`config.mk`:
```
export PLATFORM = sky130hd
export DESIGN_NAME = keyboard_ctl
export DESIGN_NICKNAME = d
export VERILOG_FILES = /design/src/rtl/keyboard_pkg.sv /design/src/rtl/ps2_rx.sv /design/src/rtl/keyboard_ctl.sv
export SDC_FILE = /design/constraint.sdc
export NUM_CORES = 1
export LEC_CHECK = 0
export CAP_MARGIN = 25
export CORE_ASPECT_RATIO = 0.5
export CORE_MARGIN = 10
export CORE_UTILIZATION = 30
export CTS_CLUSTER_DIAMETER = 80
export DETAILED_ROUTE_END_ITERATION = 8
export PLACE_DENSITY_LB_ADDON = 0.08
export SLEW_MARGIN = 20
export SYNTH_ARGS = -nofsm -noshare
export SYNTH_HDL_FRONTEND = slang
export SYNTH_SLANG_ARGS = --single-unit
export TNS_END_PERCENT = 30
```
`constraint.sdc`:
```
create_clock -name clk -period 1.8 [get_ports clk]
set_input_delay 0.36 -clock clk [delete_from_list [all_inputs] [get_ports clk]]
set_output_delay 0.36 -clock clk [all_outputs]
set_load 0.05 [all_outputs]
```
`src/rtl/keyboard_pkg.sv`:
```
// Shared scan-code constants, decoder state type and frame-check helper for the PS/2 keyboard front end.
package keyboard_pkg;

   localparam logic [7:0] SC_EXT   = 8'hE0;
   localparam logic [7:0] SC_BREAK = 8'hF0;
   localparam logic [7:0] SC_SPACE = 8'h29;
   localparam logic [7:0] SC_LEFT  = 8'h6B;
   localparam logic [7:0] SC_RIGHT = 8'h74;
   localparam logic [7:0] SC_W     = 8'h1D;
   localparam logic [7:0] SC_A     = 8'h1C;
   localparam logic [7:0] SC_D     = 8'h23;

   localparam int unsigned FRAME_BITS = 11;
   localparam int unsigned BIT_CNT_W  = 4;

   typedef enum logic [1:0] {
      DEC_IDLE,
      DEC_EXT,
      DEC_BREAK,
      DEC_EXT_BREAK
   } dec_state_t;

   // Odd parity across data+parity and a high stop bit mark a good frame.
   function automatic logic frame_ok(input logic [7:0] data, input logic par, input logic stop);
      return (^{data, par}) & stop;
   endfunction

endpackage

```
`src/rtl/ps2_rx.sv`:
```
// PS/2 device-to-host receiver: pin synchroniser, falling-edge sampler, frame check and
// inactivity timeout that aborts a partial frame.
module ps2_rx
   import keyboard_pkg::*;
#(
   parameter int unsigned TIMEOUT_CYCLES = 65_000,
   parameter int unsigned SYNC_STAGES    = 2
) (
   input  logic       clk,
   input  logic       rst,
   input  logic       ps2_clk,
   input  logic       ps2_data,
   output logic [7:0] scan_code,
   output logic       scan_valid,
   output logic       frame_err
);

   localparam int unsigned TMO_W    = $clog2(TIMEOUT_CYCLES + 1);
   localparam int unsigned LAST_BIT = FRAME_BITS - 1;

   logic [SYNC_STAGES-1:0] clk_sync_q, clk_sync_d;
   logic [SYNC_STAGES-1:0] data_sync_q, data_sync_d;
   logic                   clk_prev_q, clk_prev_d;
   logic [BIT_CNT_W-1:0]   bit_cnt_q, bit_cnt_d;
   logic [7:0]             shift_q, shift_d;
   logic                   par_q, par_d;
   logic [TMO_W-1:0]       tmo_q, tmo_d;
   logic [7:0]             scan_code_q, scan_code_d;
   logic                   scan_valid_q, scan_valid_d;
   logic                   frame_err_q, frame_err_d;

   logic clk_s_c;
   logic data_s_c;
   logic fall_c;

   assign clk_s_c  = clk_sync_q[SYNC_STAGES-1];
   assign data_s_c = data_sync_q[SYNC_STAGES-1];
   assign fall_c   = clk_prev_q & ~clk_s_c;

   always_comb begin
      clk_sync_d   = {clk_sync_q[SYNC_STAGES-2:0], ps2_clk};
      data_sync_d  = {data_sync_q[SYNC_STAGES-2:0], ps2_data};
      clk_prev_d   = clk_s_c;
      bit_cnt_d    = bit_cnt_q;
      shift_d      = shift_q;
      par_d        = par_q;
      tmo_d        = tmo_q;
      scan_code_d  = scan_code_q;
      scan_valid_d = 1'b0;
      frame_err_d  = 1'b0;

      if (fall_c) begin
         tmo_d = '0;
         if (bit_cnt_q == '0) begin
            // A high start bit is line noise, not a frame.
            if (!data_s_c) bit_cnt_d = BIT_CNT_W'(1);
         end else if (bit_cnt_q <= BIT_CNT_W'(8)) begin
            shift_d   = {data_s_c, shift_q[7:1]};
            bit_cnt_d = bit_cnt_q + BIT_CNT_W'(1);
         end else if (bit_cnt_q < BIT_CNT_W'(LAST_BIT)) begin
            par_d     = data_s_c;
            bit_cnt_d = bit_cnt_q + BIT_CNT_W'(1);
         end else begin
            bit_cnt_d = '0;
            if (frame_ok(shift_q, par_q, data_s_c)) begin
               scan_code_d  = shift_q;
               scan_valid_d = 1'b1;
            end else begin
               frame_err_d = 1'b1;
            end
         end
      end else if (bit_cnt_q != '0) begin
         if (tmo_q == TMO_W'(TIMEOUT_CYCLES - 1)) begin
            bit_cnt_d   = '0;
            tmo_d       = '0;
            frame_err_d = 1'b1;
         end else begin
            tmo_d = tmo_q + TMO_W'(1);
         end
      end else begin
         tmo_d = '0;
      end
   end

   // Synchroniser resets to the idle-high line level so reset release cannot fake an edge.
   always_ff @(posedge clk or negedge rst) begin
      if (!rst) begin
         clk_sync_q   <= '1;
         data_sync_q  <= '1;
         clk_prev_q   <= 1'b1;
         bit_cnt_q    <= '0;
         shift_q      <= '0;
         par_q        <= 1'b0;
         tmo_q        <= '0;
         scan_code_q  <= '0;
         scan_valid_q <= 1'b0;
         frame_err_q  <= 1'b0;
      end else begin
         clk_sync_q   <= clk_sync_d;
         data_sync_q  <= data_sync_d;
         clk_prev_q   <= clk_prev_d;
         bit_cnt_q    <= bit_cnt_d;
         shift_q      <= shift_d;
         par_q        <= par_d;
         tmo_q        <= tmo_d;
         scan_code_q  <= scan_code_d;
         scan_valid_q <= scan_valid_d;
         frame_err_q  <= frame_err_d;
      end
   end

   assign scan_code  = scan_code_q;
   assign scan_valid = scan_valid_q;
   assign frame_err  = frame_err_q;

endmodule

```
`src/rtl/keyboard_ctl.sv`:
```
// PS/2 keyboard front end: receiver plus set-2 make/break decoder driving held-key levels.
// Define KEYBOARD_WASD_EN to also map W/A/D onto space/left/right.
module keyboard_ctl
   import keyboard_pkg::*;
#(
   parameter int unsigned TIMEOUT_CYCLES = 65_000,
   parameter int unsigned SYNC_STAGES    = 2
) (
   input  logic       clk,
   input  logic       rst,
   input  logic       ps2_clk,
   input  logic       ps2_data,
   output logic       key_space,
   output logic       key_left,
   output logic       key_right,
   output logic [7:0] scan_code,
   output logic       scan_valid,
   output logic       frame_err
);

   logic [7:0] rx_code;
   logic       rx_valid;
   logic       rx_err;

   ps2_rx #(
      .TIMEOUT_CYCLES (TIMEOUT_CYCLES),
      .SYNC_STAGES    (SYNC_STAGES)
   ) u_rx (
      .clk        (clk),
      .rst        (rst),
      .ps2_clk    (ps2_clk),
      .ps2_data   (ps2_data),
      .scan_code  (rx_code),
      .scan_valid (rx_valid),
      .frame_err  (rx_err)
   );

   assign scan_code  = rx_code;
   assign scan_valid = rx_valid;
   assign frame_err  = rx_err;

   dec_state_t state_q, state_d;
   logic space_q, space_d;
   logic left_q, left_d;
   logic right_q, right_d;
   logic key_space_q, key_space_d;
   logic key_left_q, key_left_d;
   logic key_right_q, key_right_d;
`ifdef KEYBOARD_WASD_EN
   logic w_q, w_d;
   logic a_q, a_d;
   logic d_q, d_d;
`endif

   logic upd_c;
   logic upd_ext_c;
   logic upd_lvl_c;

   always_comb begin
      state_d   = state_q;
      space_d   = space_q;
      left_d    = left_q;
      right_d   = right_q;
      upd_c     = 1'b0;
      upd_ext_c = 1'b0;
      upd_lvl_c = 1'b0;
`ifdef KEYBOARD_WASD_EN
      w_d = w_q;
      a_d = a_q;
      d_d = d_q;
`endif

      if (rx_err) begin
         state_d = DEC_IDLE;
      end else if (rx_valid) begin
         case (state_q)
            DEC_IDLE: begin
               if (rx_code == SC_EXT) begin
                  state_d = DEC_EXT;
               end else if (rx_code == SC_BREAK) begin
                  state_d = DEC_BREAK;
               end else begin
                  upd_c     = 1'b1;
                  upd_lvl_c = 1'b1;
               end
            end
            DEC_EXT: begin
               if (rx_code == SC_BREAK) begin
                  state_d = DEC_EXT_BREAK;
               end else if (rx_code != SC_EXT) begin
                  upd_c     = 1'b1;
                  upd_ext_c = 1'b1;
                  upd_lvl_c = 1'b1;
                  state_d   = DEC_IDLE;
               end
            end
            DEC_BREAK: begin
               upd_c   = 1'b1;
               state_d = DEC_IDLE;
            end
            DEC_EXT_BREAK: begin
               upd_c     = 1'b1;
               upd_ext_c = 1'b1;
               state_d   = DEC_IDLE;
            end
            default: state_d = DEC_IDLE;
         endcase
      end

      // Keypad 6B/74 arrive without E0 and must not alias the arrow keys.
      if (upd_c) begin
         if (!upd_ext_c && rx_code == SC_SPACE) space_d = upd_lvl_c;
         if ( upd_ext_c && rx_code == SC_LEFT)  left_d  = upd_lvl_c;
         if ( upd_ext_c && rx_code == SC_RIGHT) right_d = upd_lvl_c;
`ifdef KEYBOARD_WASD_EN
         if (!upd_ext_c && rx_code == SC_W) w_d = upd_lvl_c;
         if (!upd_ext_c && rx_code == SC_A) a_d = upd_lvl_c;
         if (!upd_ext_c && rx_code == SC_D) d_d = upd_lvl_c;
`endif
      end

`ifdef KEYBOARD_WASD_EN
      key_space_d = space_d | w_d;
      key_left_d  = left_d  | a_d;
      key_right_d = right_d | d_d;
`else
      key_space_d = space_d;
      key_left_d  = left_d;
      key_right_d = right_d;
`endif
   end

   always_ff @(posedge clk or negedge rst) begin
      if (!rst) begin
         state_q     <= DEC_IDLE;
         space_q     <= 1'b0;
         left_q      <= 1'b0;
         right_q     <= 1'b0;
         key_space_q <= 1'b0;
         key_left_q  <= 1'b0;
         key_right_q <= 1'b0;
`ifdef KEYBOARD_WASD_EN
         w_q         <= 1'b0;
         a_q         <= 1'b0;
         d_q         <= 1'b0;
`endif
      end else begin
         state_q     <= state_d;
         space_q     <= space_d;
         left_q      <= left_d;
         right_q     <= right_d;
         key_space_q <= key_space_d;
         key_left_q  <= key_left_d;
         key_right_q <= key_right_d;
`ifdef KEYBOARD_WASD_EN
         w_q         <= w_d;
         a_q         <= a_d;
         d_q         <= d_d;
`endif
      end
   end

   assign key_space = key_space_q;
   assign key_left  = key_left_q;
   assign key_right = key_right_q;

endmodule

```
# --- Word level (Yosys, flattened, before mapping) ---
# Cells that the tools add are included.
word_totals:
  in_bits: 4
  word_cells: 99
  out_inout_bits: 13
  reg_bits: 49
classes:
  bitwise: 6
  reduce_logical: 20
  muxes: 42
  n_eq_ne: 13
  order_cmp: 2
  add_sub_neg: 2
ops:
  columns: ["op", "n"]
  rows:
  - ["$mux 16", 3]
  - ["$mux 4", 7]
  - ["$mux 1", 22]
  - ["$add 16x1->16 const B", 1]
  - ["$eq 16x16->1 const B", 1]
  - ["$eq 8x7->1 const B", 2]
  - ["$eq 8x8->1 const B", 2]
  - ["$mux 2", 6]
  - ["$reduce_and 3->1", 3]
  - ["$reduce_xor 9->1", 1]
  - ["$eq 8x6->1 const B", 1]
  - ["$ne 4x3->1 const B", 2]
  - ["$ne 8x8->1 const B", 1]
  - ["$pmux 2 s3", 1]
  - ["$reduce_and 2->1", 3]
  - ["$reduce_bool 2->1", 3]
  - ["$reduce_and 5->1", 1]
  - ["$add 4x1->4 const B", 1]
  - ["$eq 2x2->1 const B", 2]
  - ["$le 4x4->1 const B", 1]
  - ["$logic_not 4->1", 1]
  - ["$lt 4x4->1 const B", 1]
  - ["$not 1->1", 4]
  - ["$pmux 1 s2", 2]
  - ["10 further kinds", 13]

# --- Longest topological paths before layout ---
logic_depth:
  depth_word: 9
  ltp_mapped: 7
  depth_no_buf: 7

# --- Hierarchy ---
# A second synthesis with hierarchy kept.
hier_totals:
  hier_cells: 190
  area_unflattened_um2: 2332.2
modules_own_cells:
  columns: ["mod", "cells_per_inst", "seq_area_each_um2", "area_per_inst_um2", "n_inst"]
  rows:
  - ["ps2_rx", 161, 1107.3, 2003.2, 1]
  - ["keyboard_ctl", 29, 125.1, 329.1, 1]

# --- Worst setup path before layout ---
# OpenSTA, ideal clock, no wires.
synth_path:
  path_kind: "register to register"
  start: "reg u_rx.shift_q[1]"
  end: "reg u_rx.scan_code_q[6] (netlist: u_rx.scan_code[6])"
  t_arrival_ps: 1655
  required_time_ps: 1675
  setup_ps: 125
  n_path_buf: 0
  setup_slack_ps: 20
  stages_incl_launch_ff: 6
  period_less_slack_ps: 1780
  path_cell_list: "dfrtp_1 -> xnor2_1 -> xnor3_1 -> xnor2_2 -> nand3_4 -> mux2_4"
synth_between:
  elab_chain_cells: 3
synth_lines:
  columns: ["item", "line_no", "rtl"]
  rows:
  - ["start, declared", "ps2_rx.sv:25", "logic [7:0] shift_q, shift_d;"]
  - ["start signal, assigned", "ps2_rx.sv:103", "shift_q <= shift_d;"]
  - ["$reduce_xor 9->1", "keyboard_pkg.sv:25", "return (^{data, par}) & stop;"]
  - ["$and 1x1->1", "keyboard_pkg.sv:25", null]
  - ["$reduce_and 5->1 (no source line)", null, null]
  - ["end signal, assigned", "ps2_rx.sv:106", "scan_code_q <= scan_code_d;"]
  - ["end, declared", "ps2_rx.sv:28", "logic [7:0] scan_code_q, scan_code_d;"]
# Every way passes these cells.
# A chain may end at the register's enable or synchronous reset.

# --- Worst setup path in the final report ---
# Ends and elaborated chain as after synthesis.

==> flow_summary.ini <==
[clocking]
clockBufferDepth = 2
htreeDepth = 2
clock-sinks = 49
clk-insertion-delay-late_ns = 0.29
cts_root_buffer = clkbuf_16
cts_buffers = 5
clk_pin_slew_worst_paths_ns = 0.07
cts_tree = yes
ctsHoldBuffers = 0

[run_status]
violations = negative setup slack
status = finished with violations

[placed_design]
io_buffer_count = 16
place_congestion = 0.7912
post-dp-hpwl_um = 3386
dpl-instance-area_um2 = 2748

[worst_setup_path]
cp.buffers_inverters = 0
r2r.worst_path.cells = 5
crit_chain = xnor2_1, xnor3_1, xnor2_2, nand3_4, mux2_4
worstPathArrival_ns = 2.01
worstPathRequired_ns = 1.98
slowest_stage = xnor3_1
worstSetupPathType = flop to flop
cp_top_family = XOR/XNOR gates
worst_path_largest_cell_delay_ns = 0.46
cp_max_fo = 9
r2r_setup_slack_ns = -0.03
endpoint_kind = flop
crit_path_start_kind = flop
worst-path-stages = 5

[worst_hold_path]
hp-class = primary input to asynchronous set/reset pin

[pwr]
power.switching_mw = 0.9174
p_int_mw = 2.535
ir_worst_vdd_v = 0.0004682
p_seq_frac = 0.366
switching_share = 0.2657
clkPwrFrac = 0.320
pwr-share-comb = 0.314
p_per_area_nw_per_um2 = 1167
p_leak_nw = 1.389

[detailed_routing]
dr_total_vias = 1572
wl_per_cell_um = 13.35
post_drt_via_cell_ratio = 4.570
drt_wl_total_um = 4594
drt_iter0_drc = 91
drc = 0
drt_pass1_iterations = 4
ant_nets = 0

[sta]
maxSlewViolCount = 0
tightest_slew_ns = 0.4793
setup_tns_ns = -0.09719
setup_ws_ns = -0.02989
slew_headroom = 0.6805
fin_crit_sh = 1.017
fmax_ghz = 0.5465
min_period_ns = 1.830
rsz0062_at_grt = true
finalClockSkew_ns = 0.006065
setup_violations = 8
finalHoldViolCount = 0

[yosys]
synth_nets = 198
synth.largest_area_cell = dfrtp_1
syn_inst = 191
synth_seq_cells = 49
ys.flop_type = dfrtp_1
yosysWarnings = 0
synth_cell_types = 37
synthArstFlopShare = 1.000
synth_edf_count = 0
yosysMostFrequentCell = dfrtp_1
synth_top_cells_by_count = dfrtp_1 (44), nor2_1 (21), mux2_2 (17), nand2_1 (11), xnor2_1 (11)
netlist.area_leader.share = 0.4936
syn_area_um2 = 2231
synth.area.top_cells = dfrtp_1 (49%), mux2_2 (8.6%), dfstp_2 (5.9%), xnor2_1 (4.3%), nor2_1 (3.5%)
yosysSeqAreaShare = 0.5524
avgSynthCellArea_um2 = 11.68

[layout]
nFillCells = 712
multi_input_area_um2 = 988.4
ff_latch_area_um2 = 1232
final_cell_area_um2 = 2959
drive_gt1_frac = 0.3548
diodes = 0
area_growth_syn_to_layout_pct = 32.64
num-nets-final = 254

[floorplanning]
core_um2 = 7267
rows = 22
die-area_um2 = 11490
die-width_um = 142.0
pin_count = 17
start_util = 0.3070
die_h_um = 80.98

[grt]
grt_pass1_wl_um = 8142
grt_pass1_vias = 1629
grt_use_total = 0.08728
grt-ovfl-total = 0
grt_max_degree = 31
grtUsageMet1 = 0.1123
use_met3 = 0.03609
antenna_found_initial = 0
use_met2 = 0.1317
top_usage_layer = met2

[job]
cap_viol_max_count = 0
-- stage by stage --
stage          hold slack (ns)  std cells  setup slack, ns  total power, mW    util
6_report               0.02408        344         -0.02989            3.453  0.4072
3_5_place_dp            0.3468        334         -0.06498            2.174  0.3781
4_1_cts                0.04524        343         -0.04557            3.383  0.4034
2_1_floorplan          0.06441        191          0.01962            1.805       -
3_3_place_gp            0.3463        334         -0.02371            2.172  0.3781
5_1_grt                0.06128        344         -0.09537            3.643  0.4072
-- layout by cell type, fill, tap and decap left out, types with 5 or more instances in the layout --
master / n
xnor2_1: 11
and3_1: 6
inv_1: 7
clkbuf_16: 5
buf_4: 44
xor2_1: 8
nor2_1: 21
nand3_1: 9
nand2_1: 10
mux2_2: 17
dfrtp_1: 44
dfstp_2: 5
-- worst reg2reg max path: cells and delay by family (launching register included) --
kind | cells | cell delay (ns)
mux | 1 | 0.33
simple gates | 1 | 0.17
flops | 1 | 0.39
xor+xnor | 3 | 0.83
-- power by group through the flow --
stage	combinational (mW)	clock, mW	sequential, mW
6_report	1.09	1.10	1.26
5_1_grt	1.18	1.19	1.28
4_1_cts	0.971	1.15	1.26
3_5_place_dp	0.887	0	1.29
3_3_place_gp	0.889	0	1.28
2_1_floorplan	0.514	0	1.29
-- timing repair --
item,CTS,global route
gates resized for setup,1,6
setup endpoints to repair,10,19
pin swaps,1,0
buffers inserted,1,1
-- cells by family (layout without fill, tap and decap cells) --
| family | Yosys count | after routing | synth area share |
|---|---|---|---|
| and+or+nand+nor | 75 | 75 | 0.1828 |
| adders and majority gates | 3 | 3 | 0.01683 |
| muxes | 19 | 19 | 0.09702 |
| buffers and inverters | 8 | 65 | 0.01346 |
| AOI/OAI and AO/OA | 16 | 16 | 0.04543 |
| xor gates and xnor gates | 21 | 21 | 0.09198 |
| DFF | 49 | 49 | 0.5524 |
-- registers in the layout (all words and copies together), names as in the netlist --
register          cells
u_rx.bit_cnt_q        4
u_rx.frame_err        1
u_rx.clk_prev_q       1
u_rx.data_sync_q      2
u_rx.shift_q          8
u_rx.scan_valid       1
key_left              1
state_q               2
key_space             1
u_rx.clk_sync_q       2
u_rx.par_q            1
key_right             1
u_rx.scan_code        8
u_rx.tmo_q           16
-- cell type report --
type,instances,share of cell area
flip-flops and latches,49,0.4165
multi-input cells,134,0.3340
repair buffers,50,0.1404
clock buffers,6,0.04693
well taps,96,0.04059
clock inverters,2,0.01268
inverters,7,0.008879
-- per-layer routing --
metal / vias up / wire (µm)
met5: - / 0
met4: 0 / 45
met3: 5 / 229
met2: 20 / 1997
met1: 766 / 2322
li1: 781 / -
-- path summary, 6_finish.rpt --
| check | endpoint | from |
|---|---|---|
| min reg2reg | u_rx.clk_sync_q[1] | u_rx.clk_sync_q[0] |
| max reg2reg | u_rx.scan_code[6] | u_rx.shift_q[1] |
| max in group asynchronous | u_rx.clk_prev_q | rst |
| min in group clk | u_rx.clk_sync_q[1] | u_rx.clk_sync_q[0] |
| max | u_rx.scan_code[6] | u_rx.shift_q[1] |
| min | u_rx.scan_code[6] | rst |
Note: power is estimated with default switching activity, not from simulation.
==> edit (same flow settings) <==
The option `KEYBOARD_WASD_EN` is turned on by a define.
--- a/src/rtl/keyboard_ctl.sv
+++ b/src/rtl/keyboard_ctl.sv
@@ -1,5 +1,7 @@
 // PS/2 keyboard front end: receiver plus set-2 make/break decoder driving held-key levels.
 // Define KEYBOARD_WASD_EN to also map W/A/D onto space/left/right.
+`define KEYBOARD_WASD_EN
+
 module keyboard_ctl
    import keyboard_pkg::*;
 #(
Formal check against the unedited RTL: same outputs for any inputs over 10 cycles, from zero or initial values and one cycle with rst low; that may be too few to reach the edited logic, so the function may still have changed.
==> edit against the original RTL <==
  * The run still ends with negative setup slack left
  * Setup slack worse by 0.0015 ns
  * Via count rose by 15%
  * First-iteration DRC count down 8.8%
  * Routed wire length increased by 17%
  * Sequential cell count increased by 6
  * Total power is essentially flat
  * Synthesized area up 14%
  * Hold slack improved by 0.032 ns
  * Highest routed layer unchanged
  * Cell area increased by 9.8%
==> edit: results (changes against the original RTL) <==
Status
  • Failing checks: negative setup slack (unchanged)
  • Status: finished, violations left (unchanged)

Synthesis
  • Cell variety after synth: 41 (was 37)
  • Synth Net Count: 235 (was 198)
  • Compound-cell area share of the yosys netlist: 0.0744 (was 0.0454)
  • Synth area leaders: dfrtp_1, mux2_2, dfstp_2 (unchanged)
  • Avg Cell Area, Syn: 11.1 µm² (was 11.7 µm²)
  • Multiplexer share of the synthesized area: 0.0769 (was 0.0970)

Place
  • Place WS: -0.0724 ns (was -0.0650 ns)
  • Post-DP Area: 3070 µm² (was 2750 µm²)
  • Hpwl dp: 3840 µm (was 3390 µm)
  • Cell count after placement: 383 (was 334)
  • Routability cong.: 0.770 (was 0.791)

STA
  • Worst hold margin: 0.0560 ns (was 0.0241 ns)
  • Worst-margin pin slew: 0.325 ns (was 0.479 ns)
  • Post-Route Skew: 0.00621 ns (was 0.00606 ns)
  • Final setup margin: -0.0314 ns (was -0.0299 ns)
  • Finish-stage setup viols: 8 (unchanged)

Routing
  • Vias: 1809 (was 1572)
  • Routed vias/inst: 4.61 (was 4.57)
  • Post-Route WL: 5360 µm (was 4590 µm)

Global routing
  • Global-route wire length before repair: 9400 µm (was 8140 µm)
  • Tot GR Track Use: 0.0920 (was 0.0873)
  • Pin count of the biggest net entering global routing: 56 (was 31)

Pwr
  • Leakage power: 0.00145 µW (was 0.00139 µW)
  • Int Pwr: 2470 µW (was 2540 µW)
  • Peak VDD IR: 0.365 mV (was 0.468 mV)

Clocking
  • Resize count post-CTS: 2 (was 1)

Cells and area
  • Share of cells above drive strength 1: 0.307 (was 0.355)
  • Fin nets: 286 (was 254)
## edit: changes by cell type in the layout (fill, tap and decap cells not counted), moves of 4 or more
cell	delta
o21ai_0	+9
nand2_1	+6
buf_4	-5
nor2_1	+5
and4_1	-4
## edit: layer usage
metal,part of all wire,GRT usage,routed length [µm]
met3,0.037,0.0281,199
met2,0.46,0.150,2470
met1,0.49,0.111,2610
met4,0.015,0.0395,78
met5,0,0,0
## edit: power groups by stage
stage / combinational (µW) / clock (µW) / sequential (µW)
3_5_place_dp: 981 / 0 / 1440
3_3_place_gp: 969 / 0 / 1440
6_report: 1100 / 940 / 1410
2_1_floorplan: 609 / 0 / 1450
5_1_grt: 1210 / 1030 / 1430
4_1_cts: 1070 / 979 / 1420
## edit: area by class of cell
cell class	instances	area [µm²]
sequential	55	1390
clock buffer	8	136
multi-input combinational	166	1170
inverter	5	18.8
tap	112	140
timing repair buffer	46	398
fill	795	4870
